==> src/rtl/seq_divider_20b_if.sv <==
// Operand and result handshake bundle for seq_divider_20b.
// The master side drives operands and out_ready; the slave side is the divider.
interface seq_divider_20b_if #(
   parameter int DW = 20,
   parameter int SW = 12
);
   logic          in_valid;
   logic          in_ready;
   logic [DW-1:0] dividend;
   logic [SW-1:0] divisor;
   logic          out_valid;
   logic          out_ready;
   logic [DW-1:0] quotient;
   logic [SW-1:0] remainder;
   logic          div_by_zero;

   modport master (
      output in_valid,
      output dividend,
      output divisor,
      output out_ready,
      input  in_ready,
      input  out_valid,
      input  quotient,
      input  remainder,
      input  div_by_zero
   );

   modport slave (
      input  in_valid,
      input  dividend,
      input  divisor,
      input  out_ready,
      output in_ready,
      output out_valid,
      output quotient,
      output remainder,
      output div_by_zero
   );
endinterface

==> src/rtl/seq_divider_20b.sv <==
// Restoring divider for normalising accumulated pixel sums.
// One quotient bit per cycle; a single operation in flight at a time.
module seq_divider_20b #(
   parameter int DW = 20,
   parameter int SW = 12
) (
   input  logic           clk,
   input  logic           rst,
   seq_divider_20b_if.slave bus
);

   localparam int CW = (DW > 1) ? $clog2(DW) : 1;

   typedef enum logic [1:0] {
      IDLE,
      BUSY,
      DONE
   } state_t;

   state_t        state;
   logic [SW-1:0] part;
   logic [DW-1:0] qreg;
   logic [SW-1:0] dsr;
   logic [CW-1:0] cnt;

   logic [DW-1:0] quo_q;
   logic [SW-1:0] rem_q;
   logic          dz_q;
   logic          ov_q;

   logic [SW:0]   shifted;
   logic [SW-1:0] trial;
   logic          fits;
   logic [SW-1:0] part_nx;
   logic [DW-1:0] qreg_nx;

   // Partial is always below the divisor, so the SW+1-bit shift never
   // overflows and the difference always fits back into SW bits.
   always_comb begin
      shifted = {part, qreg[DW-1]};
      fits    = (shifted >= {1'b0, dsr});
      trial   = shifted[SW-1:0] - dsr;
      part_nx = fits ? trial : shifted[SW-1:0];
      qreg_nx = {qreg[DW-2:0], fits};
   end

   always_ff @(posedge clk) begin
      if (rst) begin
         state <= IDLE;
         part  <= '0;
         qreg  <= '0;
         dsr   <= '0;
         cnt   <= '0;
         quo_q <= '0;
         rem_q <= '0;
         dz_q  <= 1'b0;
         ov_q  <= 1'b0;
      end else begin
         unique case (state)
            IDLE: begin
               if (bus.in_valid) begin
                  dsr <= bus.divisor;
                  if (bus.divisor == '0) begin
                     state <= DONE;
                     quo_q <= '1;
                     rem_q <= '0;
                     dz_q  <= 1'b1;
                     ov_q  <= 1'b1;
                  end else begin
                     state <= BUSY;
                     part  <= '0;
                     qreg  <= bus.dividend;
                     cnt   <= CW'(DW - 1);
                  end
               end
            end
            BUSY: begin
               part <= part_nx;
               qreg <= qreg_nx;
               if (cnt == '0) begin
                  state <= DONE;
                  quo_q <= qreg_nx;
                  rem_q <= part_nx;
                  dz_q  <= 1'b0;
                  ov_q  <= 1'b1;
               end else begin
                  cnt <= cnt - 1'b1;
               end
            end
            DONE: begin
               if (bus.out_ready) begin
                  state <= IDLE;
                  ov_q  <= 1'b0;
               end
            end
            default: state <= IDLE;
         endcase
      end
   end

   assign bus.in_ready    = (state == IDLE) && !rst;
   assign bus.out_valid   = ov_q;
   assign bus.quotient    = quo_q;
   assign bus.remainder   = rem_q;
   assign bus.div_by_zero = dz_q;

endmodule

==> src/flat_wrapper.sv <==
// flat-port wrapper written by rule: the top's interface ports become plain ports
module seq_divider_20b_flat 
#(
   parameter int DW = 20,
   parameter int SW = 12
)
  (clk, rst, bus_in_valid, bus_dividend, bus_divisor, bus_out_ready, bus_in_ready, bus_out_valid, bus_quotient, bus_remainder, bus_div_by_zero);
  seq_divider_20b_if #(.DW(DW), .SW(SW)) bus_i ();
  input  logic clk;
  input  logic rst;
  input wire logic [$bits(bus_i.in_valid)-1:0] bus_in_valid;
  input wire logic [$bits(bus_i.dividend)-1:0] bus_dividend;
  input wire logic [$bits(bus_i.divisor)-1:0] bus_divisor;
  input wire logic [$bits(bus_i.out_ready)-1:0] bus_out_ready;
  output wire logic [$bits(bus_i.in_ready)-1:0] bus_in_ready;
  output wire logic [$bits(bus_i.out_valid)-1:0] bus_out_valid;
  output wire logic [$bits(bus_i.quotient)-1:0] bus_quotient;
  output wire logic [$bits(bus_i.remainder)-1:0] bus_remainder;
  output wire logic [$bits(bus_i.div_by_zero)-1:0] bus_div_by_zero;
  assign bus_i.in_valid = bus_in_valid;
  assign bus_i.dividend = bus_dividend;
  assign bus_i.divisor = bus_divisor;
  assign bus_i.out_ready = bus_out_ready;
  assign bus_in_ready = bus_i.in_ready;
  assign bus_out_valid = bus_i.out_valid;
  assign bus_quotient = bus_i.quotient;
  assign bus_remainder = bus_i.remainder;
  assign bus_div_by_zero = bus_i.div_by_zero;
  seq_divider_20b #(.DW(DW), .SW(SW)) u_core (.clk(clk), .rst(rst), .bus(bus_i));
endmodule
==> config.mk <==
export PLATFORM = sky130hd
export DESIGN_NAME = seq_divider_20b_flat
export DESIGN_NICKNAME = d
export VERILOG_FILES = /design/src/rtl/seq_divider_20b_if.sv /design/src/rtl/seq_divider_20b.sv /design/src/flat_wrapper.sv
export SDC_FILE = /design/constraint.sdc
export NUM_CORES = 1
export LEC_CHECK = 0
export BUFFER_PORTS_ARGS = -buffer_cell sky130_fd_sc_hd__buf_2
export CORE_UTILIZATION = 45
export CTS_CLUSTER_SIZE = 30
export DETAILED_ROUTE_END_ITERATION = 16
export HOLD_SLACK_MARGIN = 0.12
export PLACE_DENSITY = 0.62
export SETUP_SLACK_MARGIN = 0.2
export SLEW_MARGIN = 20
export SYNTH_ARGS = -nofsm -noshare
export SYNTH_HDL_FRONTEND = slang
export SYNTH_SLANG_ARGS = --single-unit
==> constraint.sdc <==
create_clock -name clk -period 5.55 [get_ports clk]
set_input_delay 1.11 -clock clk [delete_from_list [all_inputs] [get_ports clk]]
set_output_delay 1.11 -clock clk [all_outputs]
set_load 0.01 [all_outputs]
==> results.txt <==
* Run status: completed
* Post-cts sizing count: 0
- Internal power comes to 1450 uW.
* R2r worst-path depth: 8
- Syn Std Cell Area: between 0.004 and 0.005 mm^2
* Gr usage total: 22.1%
* Final number of hold-violating endpoints: 0
* Max-cap violations: 0
- Worst slew pin tran: 902 ps
- After synthesis, flip-flops and latches occupy between 40% and 50% of the total area.
* Switching portion of total power: between 40% and 50%
- Count of standard-cell rows: 34
* Die boundary height: 98.9 um
- The min-delay analysis places its worst path in the category register to register.
- Syn Area/Cell: 7.95 um^2
- Area Growth Syn to Fin: 13.2%
* Wire per inst: 15.1 um
* Clock network fraction of design power: between 10% and 20%
* Drt total wl: 10.5 mm
- Core outline area: about 0.0089 mm^2
* Number of vias per cell: around 5.6
* Worst rel slew slack: between 30 and 40%
* Buffers added on ports: 70
- For flop-to-flop paths, the worst setup slack is roughly 2800 ps.
- Share of Yosys cell area claimed by the top area cell type: roughly two fifths
* Maximum clock rate: ~330 MHz
- Reg-to-reg critical path endpoint: u_core.bus.remainder[1]
- The tree is rooted in a clkbuf_8.
- For the worst-skew pair, the clock arrives at the later sink with an insertion delay of 360 ps.
* Fill cell instance count of the final layout: between 800 and 900
- Synthesized netlist cell count: approximately 530
* Io pins: just over 70
* Count of unique library cells instantiated by Yosys: 60
- The die covers 0.00977 mm^2.
* Leading post-synthesis cells by cell area: dfxtp_1 (40%), nand2_1 (8.4%), nor2_1 (6.4%), a311oi_1 (4.6%), ha_1 (4.1%)
- For this run, the detailed router's first-pass iteration total came to 5.
- Tmin final: 3040 ps
- The worst register-to-register path begins at u_core.dsr[1].
- Count leader, synth: nand2_1
* Antenna diode count: 0
- Weighted congestion at the end of routability-driven global placement: approximately 0.84
- Number of nets in the synthesized netlist: 582
* Area fraction in and, or, nand and nor cells after synthesis: 27.4%
* Main synth FF type: dfxtp_1
- The number of pins exceeding their max-slew limit in the final report is 0.
* Reported net switching power: ~1300 uW
* Total power per unit cell area: a little under 600 mW/mm^2
- DRC violations left: 0
* Number of nets with antenna violations after detailed routing: 0
- Static leakage: ~0.002 uW
- Cell types with the highest counts after synthesis: nand2_1 (95), dfxtp_1 (85), nor2_1 (72), clkbuf_1 (28), nor3_1 (26)
* Post-Route Setup TNS: 0 ps
* Worst hold slack: between 400 and 500 ps
* Post-synthesis adder-cell area fraction: under 10%
- Setup repair after global routing missed its margin: no
- Count of vias placed by the detailed router: just under 4000
- Async set-or-reset flop fraction in the synthesized netlist: 0%
- Of all nets on the critical path, the largest fanout is 25.
- The initial antenna violation count is 0.
- After legalization and detailed placement, the total HPWL measured around 7.3 mm.
- Buffers inserted during clock tree synthesis total 9.
* Final setup violation count: 0
* 1st-iter DRT viols: between 200 and 250
- CP endpoint kind: register
- After global routing the overflow that remains totals 0.
- Fraction of synthesized cell area in xor and xnor cells: 1.24%
* Logic gate share of total power: between 50 and 60%
- Peak supply drop: 0.000262 V
- Pre-CTS setup slack: 2030 ps
- Fraction of final layout cells sized beyond drive strength 1: a little under a fifth
- Number of levels the H-tree was split into: 3
* Wire length of the first global-routing pass: ~17 mm
* Effective utilization at floorplan: between 40% and 50%
- Number of enable flip-flop cells after synthesis: 0
- Hold Buf Count CTS: 0
- Measured along the x axis, the die boundary spans slightly below 100 um.
- At the end of the flow, the number of nets in the layout was about 630.
- TritonCTS clock tree: done
- Clock-pin slew was measured on the worst setup and hold paths at ~90 ps.
* Required time at the worst-slack endpoint: roughly 5800 ps
- The worst path meets setup with ~2500 ps of slack.
- Area leader, netlist: dfxtp_1
- Crit path capture: u_core.bus.remainder[8]
- Worst setup skew after layout: roughly 10 ps
- CP startpoint kind: input port
* Category of the critical setup timing path: input port to register
- Share of the synthesized area in compound gates (AO/OA/AOI/OAI): 21.0%
- Maximum number of buffers from clock root to sink: 2
- Synthesis inferred 85 register bits.
- Critical Path Source: bus_divisor[7]
- Pin count of the biggest net entering global routing: 73
* Via count of the first global-routing pass: around 3600
- The number of setup buffers added after CTS is 0.
- Arrival time of data at the critical path endpoint: 3290 ps
* Final worst path period share: between 50% and 60%
- By area, the combinational part of the netlist is dominated by simple AND/OR/NAND/NOR gates.
- Number of sinks driven by the clock tree: 85
- Of the post-synthesis cell area, the part taken by muxes is 0%.
* Yosys warnings: 0
* Sequential power share: 29.6%
-- state kept, by name, indices dropped and copies added (netlist names) --
register	count
u_core.bus.div_by_zero	1
u_core.bus.remainder	12
u_core.cnt	5
u_core.bus.quotient	20
u_core.dsr	12
u_core.state	2
u_core.part	12
u_core.bus.out_valid	1
u_core.qreg	20
-- per-stage QoR --
| step | std cells | area, um^2 | total power (uW) | util [%] |
|---|---|---|---|---|
| after detailed placement | 680 | 4600 | 2360 | 51.8 |
| final | 695 | 4780 | 2780 | 53.7 |
| after global placement | 680 | 4600 | 2360 | 51.8 |
| after floorplan | 531 | 4220 | 2040 | - |
| after CTS | 695 | 4780 | 2770 | 53.7 |
| after global routing | 695 | 4780 | 2990 | 53.7 |
-- how the worst min path moves through the flow --
stage | startpoint | to | cells after the start
after floorplan | u_core.dsr[10] | u_core.dsr[10] | 2
after global placement | u_core.bus.remainder[5] | u_core.bus.remainder[5] | 2
after detailed placement | u_core.dsr[7] | u_core.dsr[7] | 2
after CTS | u_core.dsr[2] | u_core.dsr[2] | 2
after global routing | u_core.dsr[5] | u_core.dsr[5] | 2
final | u_core.dsr[7] | u_core.dsr[7] | 2
-- cell type report --
class	instances	area, um^2	area share, %
multi-input cells	391	2300	48.1
flip-flops and latches	85	1700	35.6
repair buffers	76	395	8.28
well taps	108	135	2.83
clock buffers	9	124	2.59
inverters	20	75.1	1.57
clock inverters	6	48.8	1.02
-- metal layers --
layer | track usage, % | up-vias | part of all wire (%)
met4 | 4.71 | 0 | 0.76
met3 | 4.54 | 7 | 6.6
met5 | 0 | - | 0
met2 | 33.1 | 133 | 42
met1 | 32.6 | 1750 | 50
li1 | - | 1989 | -
-- cell families (layout without fill, tap and decap cells) --
family,after synthesis,in the layout
flip-flops,85,85
adder cells (fa/ha/maj),15,15
AND/OR/NAND/NOR,253,253
XOR/XNOR,6,6
AO/OA/AOI/OAI,117,117
buffers and inverters,55,111
-- power by group through the flow --
stage                     Clock (uW)  Combinational, uW  Sequential (uW)
final                            403               1550              824
after global routing             437               1720              838
after CTS                        408               1540              823
after detailed placement           0               1530              834
after global placement             0               1530              834
after floorplan                    0               1220              821
-- worst max-delay path: stages --
cell       delay (ps)
buf_2             100
nor4_1            460
nand4_1           220
nand2_1           680
nor2_1            390
a2bb2oi_1         220
o211ai_1          100
-- cell usage in the layout (no fill, tap or decap), types with 3 or more instances in the layout --
cell	instances
nand2_1	95
dfxtp_1	85
nor2_1	72
buf_2	70
nor3_1	26
a21oi_1	25
a311oi_1	22
inv_1	20
nand3_1	14
ha_1	14
o21ai_0	13
o31ai_1	11
nand4_1	10
clkbuf_8	9
buf_4	6
nand2b_1	5
nor4_1	5
o211ai_1	5
a31oi_1	4
and2_1	4
nor3b_1	4
or3_1	3
a211oi_1	3
a21o_1	3
xor2_1	3
xnor2_1	3
a31o_2	3
(Power assumes the default switching activity.)
